## src/rtl/note_judge_if.sv

```systemverilog
// Note stream from the chart reader: one per-lane target time per transfer.
interface note_judge_if #(
   parameter int TIME_W = 16
);
   logic              note_valid;
   logic [1:0]        note_lane;
   logic [TIME_W-1:0] note_time;
   logic              note_ready;

   modport master (output note_valid, note_lane, note_time, input note_ready);
   modport slave  (input note_valid, note_lane, note_time, output note_ready);
endinterface

```

## src/rtl/note_judge.sv

```systemverilog
// Rhythm-game hit judgement: holds one pending note per lane and rates each
// lane once per video frame as perfect, good or miss, driving score and combo.
module note_judge #(
   parameter int TIME_W      = 16,
   parameter int SCORE_W     = 13,
   parameter int COMBO_W     = 4,
   parameter int PERFECT_WIN = 2,
   parameter int GOOD_WIN    = 5,
   parameter int MISS_WIN    = 8,
   parameter int PERFECT_PTS = 3,
   parameter int GOOD_PTS    = 1
) (
   input  logic               clk,
   input  logic               reset_n,
   input  logic               clear,
   input  logic               new_frame,
   input  logic [TIME_W-1:0]  un_time,
   input  logic [3:0]         dfjk,
   note_judge_if.slave        note,
   output logic [SCORE_W-1:0] score,
   output logic [COMBO_W-1:0] combo,
   output logic [1:0]         precise,
   output logic               judge_valid,
   output logic [1:0]         judge_lane,
   output logic               busy
);

   typedef enum logic [2:0] {IDLE, SCAN0, SCAN1, SCAN2, SCAN3} state_t;
   typedef enum logic [1:0] {J_NONE, J_PERFECT, J_GOOD, J_MISS} judge_t;

   state_t state, state_next;

   logic [3:0]             slot_valid;
   logic [3:0][TIME_W-1:0] slot_time;
   logic [3:0]             press;
   logic [3:0]             prev_keys;
   logic                   pend;

   logic                   start;
   logic                   scanning;
   logic [1:0]             lane;
   logic [3:0]             key_edge;
   logic [3:0]             press_lanes;
   logic signed [TIME_W-1:0] delta;
   logic signed [31:0]     dv;
   judge_t                 code;
   logic [SCORE_W:0]       score_sum;
   logic [SCORE_W-1:0]     score_next;
   logic [COMBO_W-1:0]     combo_next;

   // Key bits arrive as D,F,J,K from MSB down; reorder so bit i is lane i.
   always_comb begin
      key_edge    = dfjk & ~prev_keys;
      press_lanes = {key_edge[0], key_edge[1], key_edge[2], key_edge[3]};
   end

   always_comb begin
      note.note_ready = (state == IDLE) && !slot_valid[note.note_lane];
      busy            = (state != IDLE);
   end

   always_ff @(posedge clk or negedge reset_n) begin
      if (!reset_n) state <= IDLE;
      else          state <= state_next;
   end

   always_comb begin
      state_next = state;
      start      = 1'b0;
      scanning   = 1'b0;
      lane       = 2'd0;
      case (state)
         IDLE: begin
            if (new_frame || pend) begin
               start      = 1'b1;
               state_next = SCAN0;
            end
         end
         SCAN0: begin
            scanning   = 1'b1;
            lane       = 2'd0;
            state_next = SCAN1;
         end
         SCAN1: begin
            scanning   = 1'b1;
            lane       = 2'd1;
            state_next = SCAN2;
         end
         SCAN2: begin
            scanning   = 1'b1;
            lane       = 2'd2;
            state_next = SCAN3;
         end
         SCAN3: begin
            scanning   = 1'b1;
            lane       = 2'd3;
            state_next = IDLE;
         end
         default: state_next = IDLE;
      endcase
      if (clear) begin
         state_next = IDLE;
         start      = 1'b0;
         scanning   = 1'b0;
      end
   end

   // Signed distance from the target time; modular wrap keeps timer rollover correct.
   always_comb begin
      delta = un_time - slot_time[lane];
      dv    = {{(32-TIME_W){delta[TIME_W-1]}}, delta};
      code  = J_NONE;
      if (scanning && slot_valid[lane]) begin
         if (press[lane] && dv >= -PERFECT_WIN && dv <= PERFECT_WIN)
            code = J_PERFECT;
         else if (press[lane] && dv >= -GOOD_WIN && dv <= GOOD_WIN)
            code = J_GOOD;
         else if (press[lane] && dv >= -MISS_WIN && dv <= MISS_WIN)
            code = J_MISS;
         else if (dv > MISS_WIN)
            code = J_MISS;
      end
   end

   always_comb begin
      if (code == J_PERFECT)
         score_sum = {1'b0, score} + (SCORE_W+1)'(PERFECT_PTS);
      else
         score_sum = {1'b0, score} + (SCORE_W+1)'(GOOD_PTS);
      score_next = score_sum[SCORE_W] ? '1 : score_sum[SCORE_W-1:0];
      combo_next = (combo == '1) ? combo : combo + COMBO_W'(1);
   end

   always_ff @(posedge clk or negedge reset_n) begin
      if (!reset_n) begin
         slot_valid  <= '0;
         slot_time   <= '0;
         press       <= '0;
         prev_keys   <= '0;
         pend        <= 1'b0;
         score       <= '0;
         combo       <= '0;
         precise     <= '0;
         judge_valid <= 1'b0;
         judge_lane  <= '0;
      end else begin
         judge_valid <= 1'b0;
         if (clear) begin
            // Held keys must not count as a fresh press after a restart.
            slot_valid <= '0;
            slot_time  <= '0;
            press      <= '0;
            prev_keys  <= dfjk;
            pend       <= 1'b0;
            score      <= '0;
            combo      <= '0;
            precise    <= '0;
            judge_lane <= '0;
         end else begin
            if (note.note_valid && note.note_ready) begin
               slot_valid[note.note_lane] <= 1'b1;
               slot_time[note.note_lane]  <= note.note_time;
            end
            if (start) begin
               press     <= press_lanes;
               prev_keys <= dfjk;
               pend      <= 1'b0;
            end else if (new_frame && state != IDLE) begin
               pend <= 1'b1;
            end
            if (code != J_NONE) begin
               slot_valid[lane] <= 1'b0;
               precise          <= code;
               judge_valid      <= 1'b1;
               judge_lane       <= lane;
               if (code == J_MISS) begin
                  combo <= '0;
               end else begin
                  score <= score_next;
                  combo <= combo_next;
               end
            end
         end
      end
   end

endmodule

```

## src/flat_wrapper.sv

```systemverilog
// flat-port wrapper written by rule: the top's interface ports become plain ports
module note_judge_flat 
#(
   parameter int TIME_W      = 16,
   parameter int SCORE_W     = 13,
   parameter int COMBO_W     = 4,
   parameter int PERFECT_WIN = 2,
   parameter int GOOD_WIN    = 5,
   parameter int MISS_WIN    = 8,
   parameter int PERFECT_PTS = 3,
   parameter int GOOD_PTS    = 1
)
  (clk, reset_n, clear, new_frame, un_time, dfjk, score, combo, precise, judge_valid, judge_lane, busy, note_note_valid, note_note_lane, note_note_time, note_note_ready);
  note_judge_if #(.TIME_W(TIME_W)) note_i ();
  input  logic clk;
  input  logic reset_n;
  input  logic clear;
  input  logic new_frame;
  input  logic [TIME_W-1:0] un_time;
  input  logic [3:0] dfjk;
  output logic [SCORE_W-1:0] score;
  output logic [COMBO_W-1:0] combo;
  output logic [1:0] precise;
  output logic judge_valid;
  output logic [1:0] judge_lane;
  output logic busy;
  input wire logic [$bits(note_i.note_valid)-1:0] note_note_valid;
  input wire logic [$bits(note_i.note_lane)-1:0] note_note_lane;
  input wire logic [$bits(note_i.note_time)-1:0] note_note_time;
  output wire logic [$bits(note_i.note_ready)-1:0] note_note_ready;
  assign note_i.note_valid = note_note_valid;
  assign note_i.note_lane = note_note_lane;
  assign note_i.note_time = note_note_time;
  assign note_note_ready = note_i.note_ready;
  note_judge #(.TIME_W(TIME_W), .SCORE_W(SCORE_W), .COMBO_W(COMBO_W), .PERFECT_WIN(PERFECT_WIN), .GOOD_WIN(GOOD_WIN), .MISS_WIN(MISS_WIN), .PERFECT_PTS(PERFECT_PTS), .GOOD_PTS(GOOD_PTS)) u_core (.clk(clk), .reset_n(reset_n), .clear(clear), .new_frame(new_frame), .un_time(un_time), .dfjk(dfjk), .note(note_i), .score(score), .combo(combo), .precise(precise), .judge_valid(judge_valid), .judge_lane(judge_lane), .busy(busy));
endmodule
```

## config.mk

```make
export PLATFORM = sky130hd
export DESIGN_NAME = note_judge_flat
export DESIGN_NICKNAME = d
export VERILOG_FILES = /design/src/rtl/note_judge_if.sv /design/src/rtl/note_judge.sv /design/src/flat_wrapper.sv
export SDC_FILE = /design/constraint.sdc
export NUM_CORES = 1
export LEC_CHECK = 0
export ABC_AREA = 1
export BUFFER_PORTS_ARGS = -buffer_cell sky130_fd_sc_hd__buf_2
export CAP_MARGIN = 20
export CORE_MARGIN = 10
export CORE_UTILIZATION = 38
export DETAILED_ROUTE_END_ITERATION = 12
export PLACE_DENSITY = 0.67
export SKIP_LAST_GASP = 1
export SLEW_MARGIN = 20
export SYNTH_ARGS = -nofsm -noshare
export SYNTH_HDL_FRONTEND = slang
export SYNTH_SLANG_ARGS = --single-unit
export TNS_END_PERCENT = 10
```

## constraint.sdc

```tcl
create_clock -name clk -period 11.01 [get_ports clk]
set_input_delay 1.6515 -clock clk [delete_from_list [all_inputs] [get_ports clk]]
set_output_delay 1.6515 -clock clk [all_outputs]
set_load 0.01 [all_outputs]
```

==> impl_metrics.py <==
metrics = {
    "run_status": {
        "outcome": "finished, final reports clean",
    },
    "global_route": {
        "antenna_found_initial": 0,
        "track_usage_pct": 15.7,
        "pin_count_of_the_biggest_net_entering_global_routing": 81,
        "wire_length_of_the_first_global_routing_pass_mm": 28.3,
        "grt.met1_usage_pct": 21.4,
        "met2_usage_pct": 24.5,
        "met3_usage_pct": 2.87,
        "number_of_global_route_vias_before_repair": 5442,
        "globalRouteOverflowTotal": 0,
        "most_crowded_layer_after_global_routing": "met2",
    },
    "clock_tree": {
        "worst_setup_hold_path_clk_slew_ps": 70,
        "maximum_level_of_the_cts_h_tree": 3,
        "cts_post_setup_buffers_inserted": 0,
        "clockRootBuffer": "sky130_fd_sc_hd__clkbuf_16",
        "cts_tree": "yes",
        "cts_buffer_depth": 2,
        "cts-buffers-inserted": 9,
        "post_cts_resized": 0,
        "postCtsHoldBufs": 0,
        "tritoncts_num_sinks": 102,
        "clock_latency_ps": 350,
    },
    "placement": {
        "hpwl_mm": 12.6,
        "post_dp_cell_area_um2": 6730,
        "gp_congestion": 0.929,
        "portBuffers": 66,
    },
    "sta": {
        "timing.fmax_mhz": 158,
        "tightest_slew_ps": 998,
        "fin_crit_sh_pct": 57.6,
        "report.final.slew_viol_count": 0,
        "rsz_0062_raised_after_global_routing": "no",
        "slew_headroom_pct": 33.3,
        "finalSetupTns_ps": 0,
        "final-setup-viol-count": 0,
        "fin_worst_skew_ps": 8.61,
        "report.final.hold_viol_count": 0,
        "post_layout_min_period_ps": 6340,
    },
    "synth": {
        "asyncSetResetFlopFracSynth_pct": 100,
        "postSynthAreaPerCell_um2": 7.37,
        "synthesized_area_um2": 6200,
        "synth_cells": 841,
        "synth_edf_count": 0,
        "mappedNetlistNets": 903,
        "synth_top_cells_by_area": "sky130_fd_sc_hd__dfrtp_1 41%, sky130_fd_sc_hd__nand2_1 11%, sky130_fd_sc_hd__nand3_1 8.2%",
        "synth.ff_latch_count": 102,
        "synth_area_leader": "sky130_fd_sc_hd__dfrtp_1",
        "netlist.area_leader.share_pct": 41.2,
        "yosysSeqAreaShare_pct": 41.2,
        "synthDistinctLibCells": 39,
        "synth_warnings": 0,
        "synth_commonest_cells": "182 x sky130_fd_sc_hd__nand2_1, 124 x sky130_fd_sc_hd__inv_1, 102 x sky130_fd_sc_hd__dfrtp_1, 102 x sky130_fd_sc_hd__nand3_1, 71 x sky130_fd_sc_hd__o21ai_0",
        "flip_flop_cell_with_the_highest_count_after_synthesis": "sky130_fd_sc_hd__dfrtp_1",
        "synth_most_common_cell": "sky130_fd_sc_hd__nand2_1",
    },
    "die": {
        "num_rows": 46,
        "floorplan.die.width_um": 148,
        "core_um2": 15900,
        "die-area_um2": 21800,
        "design.portCount": 67,
        "initial_standard_cell_utilization_of_the_core_pct": 38.9,
        "chip_height_um": 148,
    },
    "detailed_routing": {
        "drt_wl_total_mm": 17.1,
        "antenna_violating_nets_post_route": 0,
        "drc": 0,
        "drt_first_iter_violations": 509,
        "routed-via-count": 5849,
        "routed_via_density": 5.23,
        "firstDrtPassIters": 5,
        "drt-wirelength-per-cell_um": 15.3,
    },
    "critical_path": {
        "critical_path.endpoint_type": "flip-flop",
        "rrSetupSlack_ps": 4670,
        "worst_path_most_repeated_cell": "sky130_fd_sc_hd__nand2_1",
        "critPathMaxFanout": 14,
        "worstSetupStartpointType": "flip-flop",
        "crit_path_max_incr_delay_ps": 560,
        "criticalPathCategory": "reg -> reg",
        "worst_ep_arrival_time_ps": 6610,
        "worst-endpoint-required_ps": 11280,
        "cp_max_stage_cell": "sky130_fd_sc_hd__a221oi_1",
    },
    "layout": {
        "antenna_cells": 0,
        "drive_above_1_share_pct": 13.4,
        "fill_cell_instance_count_of_the_final_layout": 1587,
        "nets": 959,
        "final_design_area_no_fill_um2": 7040,
        "synthToLayoutAreaGrowth_pct": 13.5,
    },
    "power": {
        "p_per_area_nw_per_um2": 138,
        "power.static_leakage_nw": 3.51,
        "p_total_w": 0.000973,
        "peakVddDrop_mv": 0.0953,
    },
    "run": {
        "maxCapViolCount": 0,
    },
    "worst_hold_path": {
        "class_of_the_worst_hold_path": "reg -> reg",
    },
}
stage by stage:
step	util [%]	hold slack [ps]	setup WS (ps)	cells
floorplan	-	475	5490	841
global placement	42.2	492	4970	1101
detailed placement	42.2	497	4790	1101
CTS	44.0	517	4760	1117
global route	44.2	540	4010	1118
finish	44.2	518	4670	1118
layer usage:
layer	wire, um	vias to the layer above
li1	-	2911
met1	8090	2747
met2	7900	167
met3	809	24
met4	331	0
met5	0	-
sequential cells by signal, summed over array words and instances (netlist names):
name and count:
u_core.state 3, u_core.combo 4, u_core.prev_keys 4, u_core.pend 1, u_core.judge_valid 1, u_core.slot_valid 4
u_core.press 4, u_core.slot_time 64, u_core.precise 2, u_core.score 13, u_core.judge_lane 2
cell usage in the layout (no fill, tap or decap), drive strengths merged:
master and instances:
a221oi 3, o21bai 1, a2111oi 3, xor2 4, clkinv 4, o31ai 1, nand4 11, o21a 4
xnor2 5, nor2 58, nand3 105, and2 3, buf 71, inv 135, nor4 1, fa 2
and3 1, o21ai 73, a21oi 33, clkbuf 10, o22ai 53, nor3 11, dfrtp 102, or2 1
ha 17, nand2 190
critical path: cells and delay by family, from the launching register on:
family | cells | cell delay (ps)
compound gates | 5 | 1110
xor+xnor | 1 | 200
fa+ha+maj | 3 | 910
buf+inv | 7 | 790
flops | 1 | 430
simple gates | 19 | 2780
report_power, final:
part | switching, W | internal, W
clock | 0.000151 | 0.000158
sequential | 0.00000913 | 0.000389
combinational | 0.000182 | 0.0000834
cells by family (layout without fill, tap and decap cells):
family	Yosys count	after routing	synth area share, %
and+or+nand+nor	381	381	26.9
DFF	102	102	41.2
adders and majority gates	19	19	4.08
AOI/OAI and AO/OA	171	171	16.8
buffers and inverters	159	220	9.82
xor gates and xnor gates	9	9	1.27
worst paths after layout:
path,from,end,depth (start not counted)
min reg2reg,u_core.slot_time[26]$_DFFE_PN0P_,u_core.slot_time[26]$_DFFE_PN0P_,2
max reg2reg,u_core.state[2]$_DFFE_PN0P_,u_core.score[12]$_DFFE_PN0P_,35
min,u_core.slot_time[26]$_DFFE_PN0P_,u_core.slot_time[26]$_DFFE_PN0P_,2
max,u_core.state[2]$_DFFE_PN0P_,u_core.score[12]$_DFFE_PN0P_,35
min in group asynchronous,reset_n,u_core.combo[3]$_DFFE_PN0P_,1
max in group asynchronous,reset_n,u_core.slot_time[52]$_DFFE_PN0P_,3
final cells by class:
class                   count  area [um2]  area share [%]
multi-input cells         580        3050            43.3
flip-flops and latches    102        2550            36.3
inverters                 133         499            7.09
repair buffers             71         390            5.54
well taps                 216         270            3.84
clock buffers              10         229            3.25
clock inverters             6        53.8           0.764
Power figures use the tool's default switching activity.
